**src/rtl/fmul_pipe_param.sv**
```systemverilog
// IEEE-754 binary32 multiplier with STAGES-deep pipeline, valid/ready flow control and a sideband tag.
// Define FMUL_PIPE_FLAGS_EN to add the registered flags[3:0] = {invalid, overflow, underflow, inexact} port.

package fmul_pipe_param_pkg;

   typedef enum logic [1:0] {CLS_NUM, CLS_ZERO, CLS_INF, CLS_NAN} cls_e;

   // After unpacking: operand class, raw exponent sum and two 24x12 partial products.
   typedef struct packed {
      logic        sign;
      cls_e        cls;
      logic [9:0]  exp;
      logic [35:0] pp_lo;
      logic [35:0] pp_hi;
   } pp_t;

   typedef struct packed {
      logic        sign;
      cls_e        cls;
      logic [9:0]  exp;
      logic [47:0] prod;
   } prod_t;

   typedef struct packed {
      logic [31:0] c;
`ifdef FMUL_PIPE_FLAGS_EN
      logic [3:0]  flags;
`endif
   } res_t;

   localparam logic [31:0] QNAN = 32'h7FC0_0000;

   function automatic pp_t pp_calc(input logic [31:0] a, input logic [31:0] b);
      pp_t        p;
      logic       za, zb, ia, ib, na, nb;
      logic [23:0] ma, mb;
      // Subnormal operands fall into the zero class.
      za = (a[30:23] == 8'd0);
      zb = (b[30:23] == 8'd0);
      ia = (a[30:23] == 8'hFF) && (a[22:0] == 23'd0);
      ib = (b[30:23] == 8'hFF) && (b[22:0] == 23'd0);
      na = (a[30:23] == 8'hFF) && (a[22:0] != 23'd0);
      nb = (b[30:23] == 8'hFF) && (b[22:0] != 23'd0);
      p.sign = a[31] ^ b[31];
      if (na || nb || (ia && zb) || (ib && za)) p.cls = CLS_NAN;
      else if (ia || ib)                        p.cls = CLS_INF;
      else if (za || zb)                        p.cls = CLS_ZERO;
      else                                      p.cls = CLS_NUM;
      p.exp   = {2'b00, a[30:23]} + {2'b00, b[30:23]} - 10'd127;
      ma      = {1'b1, a[22:0]};
      mb      = {1'b1, b[22:0]};
      p.pp_lo = 36'(ma) * 36'(mb[11:0]);
      p.pp_hi = 36'(ma) * 36'(mb[23:12]);
      return p;
   endfunction

   function automatic prod_t sum_pp(input pp_t p);
      prod_t s;
      s.sign = p.sign;
      s.cls  = p.cls;
      s.exp  = p.exp;
      s.prod = {12'd0, p.pp_lo} + {p.pp_hi, 12'd0};
      return s;
   endfunction

   function automatic res_t round_pack(input prod_t p);
      res_t        r;
      logic [22:0] frac;
      logic        g, rb, st, up;
      logic [24:0] rnd;
      logic [9:0]  e;
      // NOTE: defaulting every output first keeps this logic purely combinational (no latches) wherever it is used.
      r = '0;
      if (p.prod[47]) begin
         frac = p.prod[46:24];
         g    = p.prod[23];
         rb   = p.prod[22];
         st   = |p.prod[21:0];
         e    = p.exp + 10'd1;
      end else begin
         frac = p.prod[45:23];
         g    = p.prod[22];
         rb   = p.prod[21];
         st   = |p.prod[20:0];
         e    = p.exp;
      end
      up  = g & (rb | st | frac[0]);
      rnd = {2'b01, frac} + {24'd0, up};
      if (rnd[24]) e = e + 10'd1;
      case (p.cls)
         CLS_NAN: begin
            r.c = QNAN;
`ifdef FMUL_PIPE_FLAGS_EN
            r.flags = 4'b1000;
`endif
         end
         CLS_INF:  r.c = {p.sign, 8'hFF, 23'd0};
         CLS_ZERO: r.c = {p.sign, 31'd0};
         default: begin
            if ($signed(e) <= 10'sd0) begin
               r.c = {p.sign, 31'd0};
`ifdef FMUL_PIPE_FLAGS_EN
               r.flags = 4'b0011;
`endif
            end else if ($signed(e) >= 10'sd255) begin
               r.c = {p.sign, 8'hFF, 23'd0};
`ifdef FMUL_PIPE_FLAGS_EN
               r.flags = 4'b0101;
`endif
            end else begin
               r.c = {p.sign, e[7:0], (rnd[24] ? rnd[23:1] : rnd[22:0])};
`ifdef FMUL_PIPE_FLAGS_EN
               r.flags = {3'b000, g | rb | st};
`endif
            end
         end
      endcase
      return r;
   endfunction

endpackage

module fmul_pipe_param
   import fmul_pipe_param_pkg::*;
#(
   parameter int STAGES = 3,
   parameter int TAG_W  = 5
) (
   input  logic             clk,
   input  logic             rst,
   input  logic             in_valid,
   output logic             in_ready,
   input  logic [31:0]      a,
   input  logic [31:0]      b,
   input  logic [TAG_W-1:0] in_tag,
   output logic             out_valid,
   input  logic             out_ready,
   output logic [31:0]      c,
   output logic [TAG_W-1:0] out_tag
`ifdef FMUL_PIPE_FLAGS_EN
   ,
   output logic [3:0]       flags
`endif
);

   // Multiply, sum and round each get their own register once there are enough stages.
   localparam int FIRST_RES = (STAGES >= 3) ? 2 : STAGES - 1;
   localparam int NRES      = STAGES - FIRST_RES;

   logic             advance;
   logic [STAGES-1:0] vld_q;
   logic [TAG_W-1:0] tag_q [STAGES];
   pp_t              pp_c;
   res_t             res_d;
   res_t             res_q [NRES];

   assign advance = !out_valid || out_ready;
   assign in_ready = advance;
   assign pp_c     = pp_calc(a, b);

   // NOTE: every pipeline register, data included, is reset so c and out_tag read zero out of reset.
   always_ff @(posedge clk or negedge rst) begin
      if (!rst) begin
         vld_q <= '0;
         for (int i = 0; i < STAGES; i++) tag_q[i] <= '0;
      end else if (advance) begin
         // NOTE: non-blocking updates let every stage sample its predecessor's old value in one pass.
         vld_q[0] <= in_valid;
         tag_q[0] <= in_tag;
         for (int i = 1; i < STAGES; i++) begin
            vld_q[i] <= vld_q[i-1];
            tag_q[i] <= tag_q[i-1];
         end
      end
   end

   if (STAGES == 1) begin : g_front1
      assign res_d = round_pack(sum_pp(pp_c));
   end else if (STAGES == 2) begin : g_front2
      prod_t prod_q;
      always_ff @(posedge clk or negedge rst) begin
         if (!rst)         prod_q <= '0;
         else if (advance) prod_q <= sum_pp(pp_c);
      end
      assign res_d = round_pack(prod_q);
   end else begin : g_front3
      pp_t   pp_q;
      prod_t prod_q;
      always_ff @(posedge clk or negedge rst) begin
         if (!rst) begin
            pp_q   <= '0;
            prod_q <= '0;
         end else if (advance) begin
            pp_q   <= pp_c;
            prod_q <= sum_pp(pp_q);
         end
      end
      assign res_d = round_pack(prod_q);
   end

   always_ff @(posedge clk or negedge rst) begin
      if (!rst) begin
         for (int i = 0; i < NRES; i++) res_q[i] <= '0;
      end else if (advance) begin
         res_q[0] <= res_d;
         for (int i = 1; i < NRES; i++) res_q[i] <= res_q[i-1];
      end
   end

   assign out_valid = vld_q[STAGES-1];
   assign c         = res_q[NRES-1].c;
   assign out_tag   = tag_q[STAGES-1];
`ifdef FMUL_PIPE_FLAGS_EN
   assign flags     = res_q[NRES-1].flags;
`endif

endmodule

```
**config.mk**
```make
export PLATFORM = sky130hd
export DESIGN_NAME = fmul_pipe_param
export DESIGN_NICKNAME = d
export VERILOG_FILES = /design/src/rtl/fmul_pipe_param.sv
export SDC_FILE = /design/constraint.sdc
export NUM_CORES = 2
export LEC_CHECK = 0
export ABC_AREA = 1
export CAP_MARGIN = 40
export CORE_MARGIN = 3
export CORE_UTILIZATION = 50
export CTS_BUF_LIST = sky130_fd_sc_hd__clkbuf_8
export DETAILED_ROUTE_END_ITERATION = 10
export HOLD_SLACK_MARGIN = 0.12
export PLACE_DENSITY = 0.73
export REMOVE_ABC_BUFFERS = 1
export SLEW_MARGIN = 40
export SYNTH_ARGS = -nofsm -noshare
export SYNTH_HDL_FRONTEND = slang
export SYNTH_SLANG_ARGS = --single-unit
export TNS_END_PERCENT = 5
```
**constraint.sdc**
```tcl
create_clock -name clk -period 3.5 [get_ports clk]
set_clock_uncertainty 0.2 [all_clocks]
set_input_delay 0.525 -clock clk [delete_from_list [all_inputs] [get_ports clk]]
set_output_delay 0.525 -clock clk [all_outputs]
set_load 0.01 [all_outputs]
```
# ---- Word-level counts from Yosys, hierarchy flattened
# Index checks and enable logic that the tools add are counted.
# Widths: inputs -> output; s select.
dict set report op_classes {
  addsub 6
  mul 2
  n_lt_le_gt_ge 2
  n_eq_ne 5
  muxes 13
  bitwise 4
  n_reduce_logical 21
}
# op count
set op_table {}
lappend op_table {{$pmux 32 s3} 1}
lappend op_table {{$mul 24x12->36} 2}
lappend op_table {{$mux 31} 2}
lappend op_table {{$add 36x48->48} 1}
lappend op_table {{$logic_not 23->1} 2}
lappend op_table {{$mux 23} 2}
lappend op_table {{$reduce_bool 23->1} 2}
lappend op_table {{$add 24x1->25} 1}
lappend op_table {{$reduce_or 22->1} 1}
lappend op_table {{$reduce_or 21->1} 1}
lappend op_table {{$add 10x1->10 const B} 2}
lappend op_table {{$mux 10} 2}
lappend op_table {{$eq 8x8->1 const B} 2}
lappend op_table {{$logic_not 8->1} 2}
lappend op_table {{$ge 10x9->1 const B} 1}
lappend op_table {{$le 10x1->1 const B} 1}
lappend op_table {{$sub 9x7->10 const B} 1}
lappend op_table {{$add 8x8->9} 1}
lappend op_table {{$logic_and 1x1->1} 6}
lappend op_table {{$logic_or 1x1->1} 6}
lappend op_table {{$eq 2x2->1 const B} 2}
lappend op_table {{$mux 1} 4}
lappend op_table {{$mux 2} 2}
lappend op_table {{$eq 2x1->1 const B} 1}
lappend op_table {{4 further kinds} 5}
dict set report word_totals {
  regBits 196
  input_bits 73
  output_inout_bits 39
  word_cells 67
}

# ---- Depth between registers and ports, before layout
dict set report logic_depth {
  word_depth 11
  depth_mapped 27
  depth_no_buf 25
}

# ---- Least setup slack after synthesis
# Ideal clock, no wire load.
dict set report synth_path {
  kind {input to register}
  start {input b[3]}
  end {register g_front3.pp_q[58] (netlist bit)}
  setup_time_ps 134
  arrival_ps 5256
  required_ps 3166
  setup_slack_ps -2091
  stages 22
  path_buffers 2
  path_cell_list {clkbuf_1 > clkbuf_1 > nand2_1 > fa_1 > fa_1 > inv_1 > fa_1 > fa_1 > inv_1 > fa_1 > inv_1 > ha_1 > inv_1 > o21ai_0 > a21oi_1 > o21ai_0 > a21oi_1 > o21ai_0 > nand2_1 > nand2_1 > xnor2_1 > o21ai_0}
}
dict set report synth_via {
  elab_chain_len 1
}
# item line
set synth_rtl {}
lappend synth_rtl {{start, declared} 134} ;# input logic [31:0] b,
lappend synth_rtl {{$mul 24x12->36} 52} ;# p.pp_lo = 36'(ma) * 36'(mb[11:0]);
lappend synth_rtl {{end signal, assigned} 194} ;# pp_q <= pp_c;
lappend synth_rtl {{end, declared} 187} ;# pp_t pp_q;
# Every way passes these cells.
# A chain may end at the register's enable or synchronous reset.

# ---- Worst setup path after layout
dict set report layout_path {
  start {input a[13]}
  end {register g_front3.pp_q[61] (netlist bit)}
}
dict set report layout_via {
  elab_chain_len 1
}
# item line
set layout_rtl {}
lappend layout_rtl {{start, declared} 133} ;# input logic [31:0] a,
lappend layout_rtl {{$mul 24x12->36} 52}
# Every way passes these cells.

==> impl_summary.txt <==
----------------------------------------------------
[Status]
  Outcome ... finished with violations
  Violated checks ... negative setup slack

[Timing]
  Highest clock rate ... 193 MHz
  Setup tns final ... -77,420 ps
  Minimum clock period after layout ... 5170 ps
  Headroom to the max-slew limit ... 53.5%
  Number of setup violations in the final report ... 61
  Final-layout worst hold slack ... 278 ps
  Share of the clock period used by the worst path after layout ... 148%
  Final Worst Setup Slack ... -1670 ps
  Hold Vio Cnt, Final ... 0
  RSZ-0062 raised after global routing ... true
  Pins Over Slew Limit ... 0
  Tightest Pin Transition ... 697 ps

[Synthesis]
  Post-synthesis cell area ... 29,300 µm²
  Mean post-synth cell area ... 7.57 µm²
  Sequential cell area fraction in the yosys report ... 16.8%
  Post-synthesis register bit count ... 196
  Number of distinct library cell variants in the gate-level netlist after synthesis ... 55
  Synth warn ... 0
  Number of instances in the synthesized netlist ... 3,869

[Setup path]
  Worst Path Required ... 3690 ps
  Worst Path Max Fanout ... 8
  CP Launch Type ... primary input
  CP endpoint kind ... flip-flop
  Kind of critical path ... primary input to flip-flop
  Data arrival at the endpoint of the critical path ... 5360 ps

[Placed design]
  Routability cong. ... 0.913
  Dpl ws ... -2670 ps
  DPL Wire Length ... 59,800 µm
  Area after DPL ... 34,400 µm²
  Port buffer count ... 111

[GRT]
  Busiest metal layer after global routing ... met2
  Overall fraction of global-route tracks in use ... 30.2%
  Antenna violations before repair ... 1
  Overall overflow remaining after global route ... 0
  Largest net degree at the start of global routing ... 143
  Routing usage on met3 ... 6.78%
  Via count of the first global-routing pass ... 28,100
  Global-route wire length before repair ... 146,000 µm
  M1 GR Usage ... 37.6%
  Fraction of met2 tracks used by global routing ... 48.5%

[Run]
  Max capacitance violation total ... 0

[Clock tree]
  Max clock buf depth ... 2
  H-Tree Depth ... 4
  Clock transition time at the flip-flop clock pins of the worst setup and hold paths ... 110 ps
  Number of sinks on the clock net ... 196
  Root buffer cell ... sky130_fd_sc_hd__clkbuf_8
  Clock latency of the later-clocked register in the worst-skew pair ... 520 ps
  CTS tree ... yes
  Clock buffers created by TritonCTS ... 17

[Finish]
  Fillers ... 4,441
  Fraction of layout cells with a size suffix above 1 ... 22.1%
  Area taken by flip-flops and latches ... 4910 µm²
  Multi-input combinational cell area ... 21,900 µm²
  Area of all placed cells without fillers ... 38,100 µm²
  Area Growth Syn to Fin ... 30.2%
  Most common cell after layout, fill and taps aside ... sky130_fd_sc_hd__nand2_1
  Most frequent cells in the layout ... sky130_fd_sc_hd__nand2_1 (1,128), sky130_fd_sc_hd__inv_1 (803), sky130_fd_sc_hd__fa_1 (423), sky130_fd_sc_hd__buf_4 (407), sky130_fd_sc_hd__dfrtp_1 (195)
  Layout Nets ... 5,065

[Die]
  Count of boundary I/O pins ... 112
  Number of standard-cell rows in the floorplan ... 88
  Overall die area ... 61,500 µm²
  Height of the die ... 248 µm
  Standard cell core area ... 57,800 µm²
  Horizontal die dimension ... 248 µm
  Starting density of the core ... 50.6%

[Routing]
  Routed length per instance ... 17.8 µm
  Remaining number of nets flagged by the antenna check after routing ... 0
  DR pass1 iterations ... 6
  Violation count after the first detailed-route iteration ... 2,140
  Detailed-route via count ... 27,100
  Drt drc ... 0
  Total Wirelength ... 91,500 µm
  Via-per-instance ratio ... 5.28

[Hold path]
  Hold WC Path Type ... flip-flop to flip-flop

----------------------------------------------------
[sequential cells by signal, summed over array words and instances, names as in the netlist]
| name | cells |
|---|---|
| g_front3.pp_q | 85 |
| out_tag | 5 |
| c | 32 |
| tag_q | 10 |
| vld_q | 3 |
| g_front3.prod_q | 61 |
[layer usage]
metal,wire [µm],up-vias
met4,6300,2
met2,41700,1288
met1,35600,12900
li1,-,12600
met5,9,-
met3,8000,405
[worst max-delay path: stages]
cell and delay, ps:
sky130_fd_sc_hd__buf_6 120, sky130_fd_sc_hd__buf_12 150, sky130_fd_sc_hd__buf_8 140, sky130_fd_sc_hd__nand2_1 70, sky130_fd_sc_hd__inv_1 70, sky130_fd_sc_hd__fa_1 520
sky130_fd_sc_hd__fa_1 580, sky130_fd_sc_hd__fa_1 460, sky130_fd_sc_hd__fa_1 570, sky130_fd_sc_hd__inv_2 60, sky130_fd_sc_hd__fa_1 520, sky130_fd_sc_hd__inv_2 50
sky130_fd_sc_hd__ha_4 250, sky130_fd_sc_hd__a21oi_2 180, sky130_fd_sc_hd__o21ai_1 120, sky130_fd_sc_hd__a21oi_1 190, sky130_fd_sc_hd__nand3_2 120, sky130_fd_sc_hd__buf_4 150
sky130_fd_sc_hd__or2_2 270, sky130_fd_sc_hd__nand3_1 170, sky130_fd_sc_hd__nand2_1 90
[cell usage after synthesis (all sizes together)]
cell	instances	area share, %
a31o	1	0.030
o21bai	12	0.31
inv	861	11
nand2	1185	15
o31ai	5	0.13
a22o	1	0.030
xor2	38	1.1
clkbuf	141	1.8
nand3	117	2.1
nor3	34	0.67
or4	2	0.051
a2111oi	1	0.030
a221oi	1	0.030
nor3b	1	0.026
ha	190	8.1
or2	22	0.47
nor2	147	2.1
o221ai	2	0.060
a21oi	130	2.2
fa	442	30
a32o	1	0.034
xnor2	32	0.96
o21ai	198	3.6
a31oi	14	0.30
and2	2	0.043
o21a	7	0.18
o211ai	6	0.15
nand4	14	0.30
or3	1	0.021
dfrtp	196	17
a41oi	3	0.090
clkinv	2	0.026
nand2b	1	0.021
o221a	2	0.077
buf	18	0.55
a21boi	8	0.21
a22oi	1	0.026
nand3b	6	0.15
a21o	5	0.13
nor4	19	0.41
[per-stage QoR]
stage,util (%),cells
6_report,65.9,5139
5_1_grt,65.9,5138
4_1_cts,65.0,5128
3_5_place_dp,59.5,4994
3_3_place_gp,59.5,4994
2_1_floorplan,-,3710
[area by class of cell]
type | instances | area share, %
antenna | 1 | 0.00656
clock buffer | 17 | 0.614
clock inverter | 15 | 0.607
inverter | 863 | 8.52
multi-input combinational | 2651 | 57.6
sequential | 196 | 12.9
tap | 765 | 2.51
timing repair buffer | 631 | 17.3
[final timing paths]
kind                                           from                end  slack, ps  cells past startpoint
worst max-delay path                          a[13]  g_front3.pp_q[61]      -1670                     21
min in group asynchronous                       rst              c[25]        420                      2
worst min register to register             vld_q[1]           vld_q[2]        280                      1
worst max register to register  g_front3.prod_q[15]               c[3]        120                     20
max in group asynchronous                       rst  g_front3.pp_q[10]       1860                      3
worst min-delay path                       vld_q[1]           vld_q[2]        280                      1
[logic make-up (layout without fill, tap and decap cells)]
logic type      count (synthesis)  after routing  share of synthesized area [%]
compound gates                398            398                           7.61
xor+xnor                       70             70                           2.09
fa+ha+maj                     632            632                           38.3
buf+inv                      1022           1526                           13.4
flops                         196            196                           16.8
other cells                     0              1                              0
simple gates                 1551           1551                           21.8
[what timing repair did]
action                                  in CTS  in global routing
hold buffers                                 1                  0
pin swaps                                  104                 80
cloned                                      32                  1
buffers inserted                            69                 11
gates resized for setup                    475                149
endpoints found under the setup margin      93                 95
endpoints found under the hold margin       78                  0
Power is left out: the tool's default activity adds up to more than one toggle a clock period on the data nets, which glitch-free logic cannot reach.
